## config.mk

```make
export PLATFORM = sky130hd
export DESIGN_NAME = vga_scan_gen
export DESIGN_NICKNAME = d
export VERILOG_FILES = /design/src/rtl/vga_pkg.sv /design/src/rtl/vga_scan_gen_wrap_counter.sv /design/src/rtl/vga_scan_gen.sv
export SDC_FILE = /design/constraint.sdc
export NUM_CORES = 1
export LEC_CHECK = 0
export ABC_AREA = 1
export BUFFER_PORTS_ARGS = -buffer_cell sky130_fd_sc_hd__buf_2
export CAP_MARGIN = 20
export CORE_ASPECT_RATIO = 1.2
export CORE_UTILIZATION = 42
export CTS_CLUSTER_SIZE = 14
export DETAILED_ROUTE_END_ITERATION = 8
export GPL_TIMING_DRIVEN = 0
export PLACE_DENSITY_LB_ADDON = 0.1
export RECOVER_POWER = 100
export SYNTH_ARGS = -nofsm -noshare
export SYNTH_HDL_FRONTEND = slang
export SYNTH_HIERARCHICAL = 1
export SYNTH_SLANG_ARGS = --single-unit
export TNS_END_PERCENT = 1
```

## constraint.sdc

```tcl
create_clock -name clk_i -period 6.2 [get_ports clk_i]
set_input_delay 0 -clock clk_i [delete_from_list [all_inputs] [get_ports clk_i]]
set_output_delay 0 -clock clk_i [all_outputs]
set_load 0.02 [all_outputs]
```

## src/rtl/vga_pkg.sv

```systemverilog
// Shared VGA timing constants, sync polarity type and the timing-stage record
// carried down the output alignment pipe.
package vga_pkg;

  localparam int unsigned DEF_H_ACTIVE = 640;
  localparam int unsigned DEF_H_FP     = 16;
  localparam int unsigned DEF_H_SYNC   = 96;
  localparam int unsigned DEF_H_BP     = 48;
  localparam int unsigned DEF_V_ACTIVE = 480;
  localparam int unsigned DEF_V_FP     = 10;
  localparam int unsigned DEF_V_SYNC   = 2;
  localparam int unsigned DEF_V_BP     = 33;

  // Position fields are sized for the largest supported raster; tops truncate.
  localparam int unsigned POS_W = 16;

  typedef enum logic {
    ACTIVE_LOW  = 1'b0,
    ACTIVE_HIGH = 1'b1
  } sync_pol_t;

  typedef struct packed {
    logic [POS_W-1:0] dot;
    logic [POS_W-1:0] line;
    logic             vis;
    logic             hs;
    logic             vs;
    logic             fs;
  } tstage_t;

  function automatic int unsigned h_total(input int unsigned act, input int unsigned fp,
                                          input int unsigned sync, input int unsigned bp);
    return act + fp + sync + bp;
  endfunction

  function automatic int unsigned v_total(input int unsigned act, input int unsigned fp,
                                          input int unsigned sync, input int unsigned bp);
    return act + fp + sync + bp;
  endfunction

endpackage

```

## src/rtl/vga_scan_gen_wrap_counter.sv

```systemverilog
// Modulo-(MAX+1) counter; carry_o flags the increment that wraps MAX -> 0.
module wrap_counter #(
  parameter  int unsigned MAX = 1,
  localparam int unsigned W   = (MAX > 0) ? $clog2(MAX + 1) : 1
) (
  input  logic         clk_i,
  input  logic         clr_i,
  input  logic         inc_i,
  output logic [W-1:0] cnt_o,
  output logic         carry_o
);

  localparam logic [W-1:0] TOP = W'(MAX);

  logic [W-1:0] cnt_q, cnt_d;

  assign carry_o = inc_i && (cnt_q == TOP);
  assign cnt_o   = cnt_q;

  always_comb begin
    cnt_d = cnt_q;
    if (inc_i) cnt_d = carry_o ? '0 : cnt_q + W'(1);
  end

  always_ff @(posedge clk_i) begin
    if (clr_i) cnt_q <= '0;
    else       cnt_q <= cnt_d;
  end

endmodule

```

## src/rtl/vga_scan_gen.sv

```systemverilog
// VGA raster generator: fetch-position counters drive the VRAM address, and the
// decoded timing is delayed by the read latency so pins line up with VRAM data.
module vga_scan_gen
  import vga_pkg::*;
#(
  parameter  int unsigned H_ACTIVE = DEF_H_ACTIVE,
  parameter  int unsigned H_FP     = DEF_H_FP,
  parameter  int unsigned H_SYNC   = DEF_H_SYNC,
  parameter  int unsigned H_BP     = DEF_H_BP,
  parameter  int unsigned V_ACTIVE = DEF_V_ACTIVE,
  parameter  int unsigned V_FP     = DEF_V_FP,
  parameter  int unsigned V_SYNC   = DEF_V_SYNC,
  parameter  int unsigned V_BP     = DEF_V_BP,
  parameter  int unsigned CLK_DIV  = 4,
  parameter  sync_pol_t   HS_POL   = ACTIVE_LOW,
  parameter  sync_pol_t   VS_POL   = ACTIVE_LOW,
  parameter  int unsigned PIPE     = 2,
  parameter  int unsigned ADDR_W   = 19,
  localparam int unsigned H_TOTAL  = h_total(H_ACTIVE, H_FP, H_SYNC, H_BP),
  localparam int unsigned V_TOTAL  = v_total(V_ACTIVE, V_FP, V_SYNC, V_BP),
  localparam int unsigned DOT_W    = $clog2(H_TOTAL),
  localparam int unsigned LINE_W   = $clog2(V_TOTAL)
) (
  input  logic              clk_i,
  input  logic              rst_n_i,
  input  logic              en_i,
  output logic              pix_stb_o,
  output logic [ADDR_W-1:0] raddr_o,
  output logic [DOT_W-1:0]  dot_counter_o,
  output logic [LINE_W-1:0] scanline_counter_o,
  output logic              active_o,
  output logic              hsync_o,
  output logic              vsync_o,
  output logic              frame_start_o
);

  // PIPE=0 still keeps one register so outputs are glitch-free.
  localparam int unsigned STAGES = (PIPE == 0) ? 1 : PIPE;
  localparam int unsigned DIV_W  = (CLK_DIV > 1) ? $clog2(CLK_DIV) : 1;

  localparam logic [DIV_W-1:0]  DIV_LAST  = DIV_W'(CLK_DIV - 1);
  localparam logic [DOT_W-1:0]  H_VIS_END = DOT_W'(H_ACTIVE);
  localparam logic [DOT_W-1:0]  HS_BEG    = DOT_W'(H_ACTIVE + H_FP);
  localparam logic [DOT_W-1:0]  HS_END    = DOT_W'(H_ACTIVE + H_FP + H_SYNC);
  localparam logic [LINE_W-1:0] V_VIS_END = LINE_W'(V_ACTIVE);
  localparam logic [LINE_W-1:0] VS_BEG    = LINE_W'(V_ACTIVE + V_FP);
  localparam logic [LINE_W-1:0] VS_END    = LINE_W'(V_ACTIVE + V_FP + V_SYNC);
  localparam logic              HS_ON     = logic'(HS_POL);
  localparam logic              VS_ON     = logic'(VS_POL);
  localparam tstage_t RST_STAGE = '{dot: '0, line: '0, vis: 1'b0,
                                    hs: ~HS_ON, vs: ~VS_ON, fs: 1'b0};

  logic [DIV_W-1:0]  div_q, div_d;
  logic [ADDR_W-1:0] raddr_q, raddr_d;
  logic [DOT_W-1:0]  fdot;
  logic [LINE_W-1:0] fline;
  logic              pix_stb, dot_wrap, frame_wrap;
  tstage_t           cur;
  tstage_t           pipe_q [STAGES];
  tstage_t           last;
  logic              unused_hi;

  assign pix_stb = en_i & rst_n_i & (div_q == DIV_LAST);

  always_comb begin
    div_d = div_q;
    if (en_i) div_d = (div_q == DIV_LAST) ? '0 : div_q + DIV_W'(1);
  end

  wrap_counter #(.MAX(H_TOTAL - 1)) u_fdot (
    .clk_i   (clk_i),
    .clr_i   (~rst_n_i),
    .inc_i   (pix_stb),
    .cnt_o   (fdot),
    .carry_o (dot_wrap)
  );

  wrap_counter #(.MAX(V_TOTAL - 1)) u_fline (
    .clk_i   (clk_i),
    .clr_i   (~rst_n_i),
    .inc_i   (dot_wrap),
    .cnt_o   (fline),
    .carry_o (frame_wrap)
  );

  always_comb begin
    cur      = '0;
    cur.dot  = POS_W'(fdot);
    cur.line = POS_W'(fline);
    cur.vis  = (fdot < H_VIS_END) && (fline < V_VIS_END);
    cur.hs   = ((fdot >= HS_BEG) && (fdot < HS_END)) ? HS_ON : ~HS_ON;
    cur.vs   = ((fline >= VS_BEG) && (fline < VS_END)) ? VS_ON : ~VS_ON;
    cur.fs   = (fdot == '0) && (fline == '0);
  end

  // Address follows the fetch position; a frame wrap wins over the visible increment.
  always_comb begin
    raddr_d = raddr_q;
    if (frame_wrap)             raddr_d = '0;
    else if (pix_stb && cur.vis) raddr_d = raddr_q + ADDR_W'(1);
  end

  always_ff @(posedge clk_i) begin
    if (!rst_n_i) begin
      div_q   <= '0;
      raddr_q <= '0;
      for (int k = 0; k < int'(STAGES); k++) pipe_q[k] <= RST_STAGE;
    end else begin
      div_q   <= div_d;
      raddr_q <= raddr_d;
      if (pix_stb) begin
        pipe_q[0] <= cur;
        for (int k = 1; k < int'(STAGES); k++) pipe_q[k] <= pipe_q[k-1];
      end
    end
  end

  assign last               = pipe_q[STAGES-1];
  assign pix_stb_o          = pix_stb;
  assign raddr_o            = raddr_q;
  assign dot_counter_o      = last.dot[DOT_W-1:0];
  assign scanline_counter_o = last.line[LINE_W-1:0];
  assign active_o           = last.vis;
  assign hsync_o            = last.hs;
  assign vsync_o            = last.vs;
  assign frame_start_o      = last.fs & pix_stb;
  assign unused_hi          = (|(last.dot >> DOT_W)) | (|(last.line >> LINE_W));

endmodule

```

==> flow_summary.toml, run 1 <==
[run_status]
status = "complete, but fails checks"
violations = "max-capacitance violations, max-slew violations"

[global_routing]
grt_pass1_vias = 2827
grt_pass1_wl_um = 13100
overflow = 0
track_usage_pct = 15.8
grt_max_degree = 38
grt_antenna_before_repair = 0

[detailed_routing]
wl_um = 7700
dr_total_vias = 3160
antenna_left = 0
first_pass_iters = 4
viasPerCell = 4.51
wl_per_cell_um = 11.0
drt-initial-drc-count = 127
drc_errors = 0

[power]
p_comb_share_pct = 3.8
fin_total_pwr_mw = 1.20
p_seq_share_pct = 53.1
clkPwrFrac_pct = 43.1
power.density_nw_per_um2 = 243
p_sw_mw = 0.272
swShare_pct = 22.6
internal_power_mw = 0.928
ir_drop_v = 0.000132
leakage_nw = 1.87

[worst_setup_path]
slowest_stage = "clkbuf_1"
endpoint_kind = "flip-flop"
cp_data_required_time_ns = 6.13
critPathTopFamily = "buffers and inverters"
r2r_slack_ns = 3.00
crit_buf_inv = 2
path_cells = "ha_1, nand3_1, clkbuf_1, nand2_1, clkbuf_1"
crit_fanout = 37
critPathKind = "reg -> reg"
critPathMaxStageDelay_ns = 1.38
reg2regPathDepth = 5
r2r_end = "pipe_q[0][40]$_SDFFCE_PN0P_"
startpoint_type = "flip-flop"
crit_arrival_ns = 3.13
crit_top_cell = "clkbuf_1"
r2r_start = "div_q[0]$_SDFFE_PN0P_"

[yosys]
synth_area_um2 = 4360
synth-xor-area-share_pct = 2.21
synth_top_area_share_pct = 33.1
yosysUniqueCellTypes = 37
syn_inst = 510
async_flop_share_pct = 0
ys_seq_elements = 89
synth-simple-area-share_pct = 27.5
synth-adder-area-share_pct = 1.44
synth_nets = 518
synth_area_leader_cell = "edfxtp_1"
synth.avg_cell_area_um2 = 8.54
synth_top_family_by_area = "simple AND/OR/NAND/NOR gates"
synth_edf_count = 48
synth.most_common_cell = "nor2_1"
netlist_top_cells_count = "nor2_1, inv_1, nand2_1"
synthFlopType = "edfxtp_1"
yosysWarnings = 6
synth_compound_area_share_pct = 4.51
muxShareOfSynthArea_pct = 0
ys_top_cells_by_area = "edfxtp_1, dfxtp_1, nor2_1"
ys_seq_area_share_pct = 51.9

[timing]
tns_ns = 0
hold_viol = 0
min_period_ns = 3.20
clock_skew_ns = 0.0102
fin_crit_sh_pct = 51.7
setup_violations = 0
fmax_mhz = 312
drv_slew = 38
rsz0062_at_grt = "no"
tightest_slew_ns = 1.85
relSlewSlack_pct = -23.2

[min_path]
hold_path_end = "u_fdot/cnt_o[4]$_SDFFE_PP0P_"
hold_path.startpoint = "rst_n_i"
hold_depth = 3
min_path_type = "in -> reg"

[clocking]
htree_levels = 3
cts_root_buf = "clkbuf_16"
cts_made_buffers = 9
ctsResizeCount = 0
cts_sinks = 89
clock_latency_ns = 0.34
cts_max_path_buffers = 2
clk_pin_slew_ns = 0.07
cts_tree = "done"

[die]
num_rows = 40
fp.dieW_um = 95.0
ioPinCount = 47
die-area_um2 = 10800
die_y_um = 114
start_util_pct = 43.3
core_area_um2 = 10100

[cells_and_area]
layout-drive-gt1-share_pct = 11.8
fin_nets = 578
synthToLayoutAreaGrowth_pct = 13.1
n_fill_cell = 1048
diodes = 0
fin_util_pct = 49.0

[placed_design]
dp_hpwl_um = 5610
numPortBuffers = 46
place_congestion = 0.813

[flow_run]
drv_cap = 1
==> layout by cell type (no fill, tap or decap), drive strengths merged <==
cell         instances
nor2               122
inv                 90
nand2               88
clkbuf              60
edfxtp              48
dfxtp               41
nand3               31
buf                 24
o21ai               13
a21oi               12
nand4               11
xor2                 7
ha                   5
xnor2                4
nor3                 3
or2                  3
nor4                 2
o21bai               2
dlygate4sd3          2
clkinvlp             2
nand3b               1
nor3b                1
clkinv               1
a21o                 1
a211oi               1
==> power by group through the flow <==
stage | combinational (mW) | sequential (mW) | clock, mW
CTS | 0.0507 | 0.637 | 0.538
global route | 0.0514 | 0.639 | 0.556
global placement | 0.0471 | 0.651 | 0
floorplan | 0.0347 | 0.651 | 0
detailed placement | 0.0494 | 0.650 | 0
finish | 0.0455 | 0.638 | 0.517
==> final cells by class <==
type,count,area (µm²),share of cell area [%]
Sequential cell,89,2260,45.9
Multi-Input combinational cell,307,1500,30.4
Inverter,86,324,6.57
Clock buffer,9,225,4.57
Buffer,28,204,4.14
Timing Repair Buffer,49,199,4.04
Tap cell,126,158,3.20
Clock inverter,7,60.1,1.22
==> layer usage <==
metal / up-vias / GRT usage [%] / routed length (µm)
li1: 1702 / - / -
met1: 1397 / 21.8 / 3810
met2: 57 / 23.2 / 3520
met3: 4 / 4.47 / 315
met4: 0 / 6.67 / 48
met5: - / 0 / 0
==> state kept, by name, summed over array words and instances, names as in the netlist <==
signal,count
div_q,2
pipe_q,48
raddr_o,19
u_fdot/cnt_o,10
u_fline/cnt_o,10
==> tightest hold or removal path: stages <==
cell    delay (ns)
buf_2         0.11
inv_1         0.17
nor2_1        0.13
==> how the worst max path moves through the flow <==
| stage | start | endpoint | slack, ns | cells after the start |
|---|---|---|---|---|
| after detailed placement | div_q[0]$_SDFFE_PN0P_ | raddr_o[15]$_SDFFE_PP0P_ | 3.87 | 15 |
| after CTS | div_q[0]$_SDFFE_PN0P_ | raddr_o[0]$_SDFFE_PP0P_ | 3.85 | 15 |
| after global placement | div_q[0]$_SDFFE_PN0P_ | pipe_q[0][3]$_SDFFCE_PN0P_ | 3.24 | 4 |
| after floorplan | div_q[0]$_SDFFE_PN0P_ | pipe_q[0][0]$_SDFFCE_PN0P_ | 3.92 | 4 |
| after global routing | div_q[0]$_SDFFE_PN0P_ | pipe_q[0][39]$_SDFFCE_PN0P_ | 2.65 | 5 |
| final | div_q[0]$_SDFFE_PN0P_ | pipe_q[0][40]$_SDFFCE_PN0P_ | 3.00 | 5 |
==> cells by family (layout without fill, tap and decap cells) <==
group | Yosys count | count (layout)
simple gates | 262 | 262
buf+inv | 114 | 179
flops | 89 | 89
compound gates | 29 | 29
xor+xnor | 11 | 11
fa+ha+maj | 5 | 5
==> through the flow <==
stage	instances	hold slack, ns	cell area (µm²)	setup slack, ns
after floorplan	510	0.0935	4360	3.92
after global placement	682	0.240	4750	3.24
after detailed placement	683	0.252	4770	3.87
after CTS	701	0.133	5070	3.85
after global routing	701	0.144	4930	2.65
final	701	0.104	4930	3.00
==> what timing repair did <==
| action | CTS | global route |
|---|---|---|
| buffers inserted | 0 | 0 |
| hold buffers | 2 | 0 |
| hold endpoints to repair | 2 | 0 |
(Power assumes the default switching activity.)
==> inputs of run 2 (changes only) <==
--- a/config.mk
+++ b/config.mk
@@ -5,7 +5,7 @@
 export SDC_FILE = /design/constraint.sdc
 export NUM_CORES = 1
 export LEC_CHECK = 0
-export ABC_AREA = 1
+export ABC_AREA = 0
 export BUFFER_PORTS_ARGS = -buffer_cell sky130_fd_sc_hd__buf_2
 export CAP_MARGIN = 20
 export CORE_ASPECT_RATIO = 1.2
==> constraint.sdc (replaced) <==
create_clock -name clk_i -period 2.82 [get_ports clk_i]
set_input_delay 0 -clock clk_i [delete_from_list [all_inputs] [get_ports clk_i]]
set_output_delay 0 -clock clk_i [all_outputs]
set_load 0.02 [all_outputs]
==> run 2 against run 1 <==
The flow now finishes without violations. Die area is 7.6% lower. Non-clock buffer count rose by 2. Combinational power grew 97%. Maximum frequency up 25%. Sequential share of layout area rose by 2.9 points. Largest power group unchanged. Register-to-register slack lost 2.7 ns. Synthesized area decreased by 7.8%. Synthesized cell count shrank 29%. Setup slack lost 2.7 ns.
==> flow_summary.toml, run 2 <==
[run_status]
status = "finished clean"

[global_routing]
overflow = 0
grt_max_degree = 27
track_usage_pct = 15.7
grt_pass1_vias = 2489
grt_antenna_before_repair = 0
grt_pass1_wl_um = 12100

[cells_and_area]
fin_nets = 429
layout-drive-gt1-share_pct = 15.5
largest_register_ffs = 48
n_fill_cell = 871
final_cell_mix = "edfxtp_1, clkbuf_1, and2_1"
design_area_um2 = 4630
regMostFlops = "pipe_q"
diodes = 0
synthToLayoutAreaGrowth_pct = 15.3
fin_cells = 546
fin_util_pct = 50.5
final_common_cell = "edfxtp_1"

[timing]
drv_slew = 0
rsz0062_at_grt = "no"
min_period_ns = 2.56
fin_ws_ns = 0.265
hold_viol = 0
fmax_mhz = 391
tightest_slew_ns = 0.632
relSlewSlack_pct = 57.8
setup_violations = 0
hold_ws_ns = 0.110
clock_skew_ns = 0.0120
fin_crit_sh_pct = 90.6
tns_ns = 0

[worst_setup_path]
cp_data_required_time_ns = 3.07
crit_arrival_ns = 2.80
crit_fanout = 19
endpoint_kind = "flip-flop"
startpoint_type = "flip-flop"
critPathKind = "reg -> reg"

[clocking]
cts_root_buf = "clkbuf_8"
cts_tree = "done"
clock_latency_ns = 0.36
htree_levels = 3
cts_max_path_buffers = 2
clk_pin_slew_ns = 0.09
cts_made_buffers = 9
cts_sinks = 89

[yosys]
ys_top_cells_by_area = "edfxtp_1, dfxtp_1, and2_1"
synth_area_leader_cell = "edfxtp_1"
syn_inst = 362
async_flop_share_pct = 0
yosysUniqueCellTypes = 42
ys_seq_area_share_pct = 56.3
synthFlopType = "edfxtp_1"
ys_seq_elements = 89
netlist_top_cells_count = "edfxtp_1, and2_1, dfxtp_1"
synth.avg_cell_area_um2 = 11.1
synth_nets = 370
synth_top_area_share_pct = 35.9
yosysWarnings = 6
synth.most_common_cell = "edfxtp_1"
synth_edf_count = 48
synth_area_um2 = 4020

[power]
power.density_nw_per_um2 = 529
ir_drop_v = 0.000271
fin_total_pwr_mw = 2.45
leakage_nw = 1.65

[placed_design]
place_area_um2 = 4440
numPortBuffers = 46
dp_hpwl_um = 4850
place_congestion = 0.775
pre_cts_ws_ns = -0.596
placed_cells = 529

[min_path]
min_path_type = "in -> reg"

[detailed_routing]
antenna_left = 0
wl_um = 7270
wl_per_cell_um = 13.3
first_pass_iters = 4
viasPerCell = 5.10
dr_total_vias = 2785
drc_errors = 0
drt-initial-drc-count = 112

[flow_run]
drv_cap = 0

[die]
start_util_pct = 43.8
ioPinCount = 47
core_area_um2 = 9180
fp.dieW_um = 91.3
die_y_um = 109
die-area_um2 = 9970
num_rows = 38
run 2: logic make-up after synthesis:
kind of cell / after synthesis / share of synthesized area, %
xor+xnor: 15 / 3.27
buf+inv: 42 / 6.01
simple gates: 159 / 24.7
mux: 2 / 0.498
compound gates: 50 / 7.69
flops: 89 / 56.3
fa+ha+maj: 5 / 1.56
run 2: critical path, stage by stage, from the launching register on:
cell and delay [ns]:
dfxtp_1 0.36, ha_1 0.18, nand2_2 0.10, nor2_4 0.21, buf_12 0.17, nand3_4 0.11, nor3_4 0.22, buf_4 0.18
and3_2 0.21, nand3_2 0.10, inv_1 0.07, nand2b_1 0.10, buf_4 0.17, clkbuf_8 0.18, a21oi_1 0.05
run 2: path summary, 6_finish.rpt:
| kind | cells after the start | end | slack [ns] | from |
|---|---|---|---|---|
| worst max register to register | 14 | raddr_o[11]$_SDFFE_PP0P_ | 0.26 | div_q[0]$_SDFFE_PN0P_ |
| worst max-delay path | 14 | raddr_o[11]$_SDFFE_PP0P_ | 0.26 | div_q[0]$_SDFFE_PN0P_ |
| worst min register to register | 2 | raddr_o[18]$_SDFFE_PP0P_ | 0.50 | raddr_o[18]$_SDFFE_PP0P_ |
| worst min-delay path | 4 | raddr_o[17]$_SDFFE_PP0P_ | 0.11 | rst_n_i |
run 2: routing by layer:
layer / part of all wire (%) / GRT usage, % / up-vias / routed length [µm]
met4: 1.7 / 7.82 / 0 / 127
met3: 3.1 / 3.97 / 11 / 223
met1: 49 / 19.3 / 1309 / 3540
li1: - / - / 1419 / -
met5: 0 / 0 / - / 0
met2: 46 / 25.9 / 46 / 3380
run 2: what timing repair did:
action / in CTS / in global routing
pin swaps: 0 / 1
buffers inserted: 0 / 1
setup endpoints to repair: 28 / 10
endpoints found under the hold margin: 2 / 0
hold buffers: 1 / 0
resized for setup: 8 / 6
gates cloned: 0 / 0
run 2: final cells by class:
cell class	count	area, µm²	area share, %
flip-flops and latches	89	2260	48.8
plain buffers	30	225	4.86
inverters	11	41.3	0.891
clock buffers	10	138	2.97
clock inverters	6	81.3	1.76
well taps	120	150	3.24
multi-input cells	231	1540	33.1
repair buffers	49	200	4.32
run 2: where the power goes:
part           switching [mW]  leakage [nW]  internal, mW
logic                  0.0581         0.725        0.0314
registers             0.00714         0.812          1.39
clock network           0.447         0.110         0.517
==> inputs of run 3 (changes only) <==
==> constraint.sdc (replaced) <==
create_clock -name clk_i -period 2.82 [get_ports clk_i]
set_input_delay 0 -clock clk_i [delete_from_list [all_inputs] [get_ports clk_i]]
set_output_delay 0 -clock clk_i [all_outputs]
set_load 0.01 [all_outputs]
==> run 3 against run 2 <==
Via count decreased by 0.68%. Sequential power about the same. Critical path depth unchanged. Global-route usage decreased by 1.4 points. Setup slack got worse by 0.020 ns. Critical path type unchanged. Highest routed layer unchanged.
==> flow_summary.toml, run 3 (synthesized netlist as in run 2, its figures left out) <==
[run_status]
status = "finished clean"

[power]
fin_total_pwr_mw = 2.34
internal_power_mw = 1.83
p_comb_share_pct = 3.3
p_seq_share_pct = 59.8
swShare_pct = 21.5
ir_drop_v = 0.000297
leakage_nw = 1.57
power.density_nw_per_um2 = 513
clkPwrFrac_pct = 36.9
p_sw_mw = 0.503

[global_routing]
overflow = 0
use_met1_pct = 17.8
grt_pass1_vias = 2396
grt_max_degree = 28
met3_usage_pct = 3.42
grt_pass1_wl_um = 11200
grt_antenna_before_repair = 0
busiest_layer = "met2"
track_usage_pct = 14.3
grtUsageMet2_pct = 23.5

[die]
ioPinCount = 47
start_util_pct = 43.8
die_y_um = 109
fp.dieW_um = 91.3
num_rows = 38
core_area_um2 = 9180
die-area_um2 = 9970

[detailed_routing]
first_pass_iters = 4
dr_total_vias = 2766
antenna_left = 0
drt-initial-drc-count = 124
wl_um = 6890
viasPerCell = 5.07
drc_errors = 0
wl_per_cell_um = 12.6

[clocking]
cts_tree = "done"
htree_levels = 3
clk_pin_slew_ns = 0.09
cts_max_path_buffers = 2
clock_latency_ns = 0.35
cts_root_buf = "clkbuf_8"
cts_made_buffers = 9
cts_sinks = 89

[cells_and_area]
synthToLayoutAreaGrowth_pct = 13.3
layout-drive-gt1-share_pct = 13.8
fin_util_pct = 49.6
fin_nets = 429
diodes = 0
largest_register_ffs = 48
regMostFlops = "pipe_q"
design_area_um2 = 4550
fin_cells = 546
final_cell_mix = "clkbuf_1, edfxtp_1, dfxtp_1"

[worst_setup_path]
r2r_end = "raddr_o[4]$_SDFFE_PP0P_"
startpoint_type = "flip-flop"
cp_data_required_time_ns = 3.07
r2r_slack_ns = 0.24
crit_arrival_ns = 2.82
endpoint_kind = "flip-flop"
slowest_stage = "dfxtp_1"
crit_top_cell = "buf_4"
path_cells = "ha_1, nand2_2, nor2_4, buf_8, nand3_4, nor3_4, buf_4, and3_2, nand3_1, inv_1, nand2b_1, clkbuf_4, buf_4, nor2_1"
critPathMaxStageDelay_ns = 0.36
critPathKind = "reg -> reg"
reg2regPathDepth = 14
startpoint = "div_q[0]$_SDFFE_PN0P_"
r2r_start = "div_q[0]$_SDFFE_PN0P_"
crit_fanout = 19

[placed_design]
place_area_um2 = 4430
numPortBuffers = 46
place_congestion = 0.776
dp_hpwl_um = 4710
pre_cts_ws_ns = -0.578
placed_cells = 529

[min_path]
hold_depth = 4
hold_path.startpoint = "rst_n_i"
hold_path_end = "raddr_o[17]$_SDFFE_PP0P_"
min_path_type = "in -> reg"

[timing]
setup_violations = 0
fin_ws_ns = 0.244
fmax_mhz = 388
drv_slew = 0
rsz0062_at_grt = "no"
tns_ns = 0
relSlewSlack_pct = 40.9
min_period_ns = 2.58
fin_crit_sh_pct = 91.3
tightest_slew_ns = 0.884
hold_ws_ns = 0.124
clock_skew_ns = 0.00900
hold_viol = 0

[flow_run]
drv_cap = 0
## run 3: cell count changes in the layout (fill, tap and decap cells not counted), moves of 2 or more
cell      before  now
clkbuf_1      45   48
clkbuf_8      11    9
buf_2          7    5
and2_0         0   12
and2_1        43   31
## run 3: layer usage
metal  vias up  routed length [µm]  share of wire, %
met3        12                 270               3.9
met4         0                 119               1.7
met5         -                   0                 0
met2        50                3190                46
met1      1291                3310                48
li1       1413                   -                 -
## run 3: layout make-up
| cell class | instances | area (µm²) |
|---|---|---|
| inverters | 11 | 41.3 |
| multi-input cells | 231 | 1490 |
| clock buffers | 10 | 128 |
| fillers | 841 | 4620 |
| plain buffers | 30 | 214 |
| clock inverters | 6 | 67.6 |
| repair buffers | 49 | 198 |
| flip-flops and latches | 89 | 2260 |
| well taps | 120 | 150 |
## run 3: critical path, delay by kind of cell (launching register included)
family        cells  cell delay (ns)
buf+inv           5             0.82
simple gates      8             1.09
fa+ha+maj         1             0.19
flops             1             0.36
## run 3: how the worst max path moves through the flow
stage	to	slack, ns	cells after the start
floorplan	raddr_o[0]$_SDFFE_PP0P_	0.05	15
CTS	raddr_o[0]$_SDFFE_PP0P_	0.04	14
global route	raddr_o[6]$_SDFFE_PP0P_	0.03	14
global placement	raddr_o[0]$_SDFFE_PP0P_	-0.55	15
detailed placement	raddr_o[2]$_SDFFE_PP0P_	-0.58	15
finish	raddr_o[4]$_SDFFE_PP0P_	0.24	14
## run 3: power groups by stage
| stage | clock, mW | combinational (mW) | sequential (mW) |
|---|---|---|---|
| 2_1_floorplan | 0 | 0.0542 | 1.43 |
| 3_3_place_gp | 0 | 0.0779 | 1.43 |
| 3_5_place_dp | 0 | 0.0845 | 1.43 |
| 4_1_cts | 0.886 | 0.0869 | 1.40 |
| 5_1_grt | 0.937 | 0.0856 | 1.40 |
| 6_report | 0.862 | 0.0771 | 1.40 |
## run 3: repair_timing
action / in CTS / in global routing
setup buffers: 0 / 1
pin swaps: 0 / 1
setup endpoints to repair: 29 / 10
gates resized for setup: 8 / 5
hold buffers: 1 / 0
endpoints found under the hold margin: 2 / 0
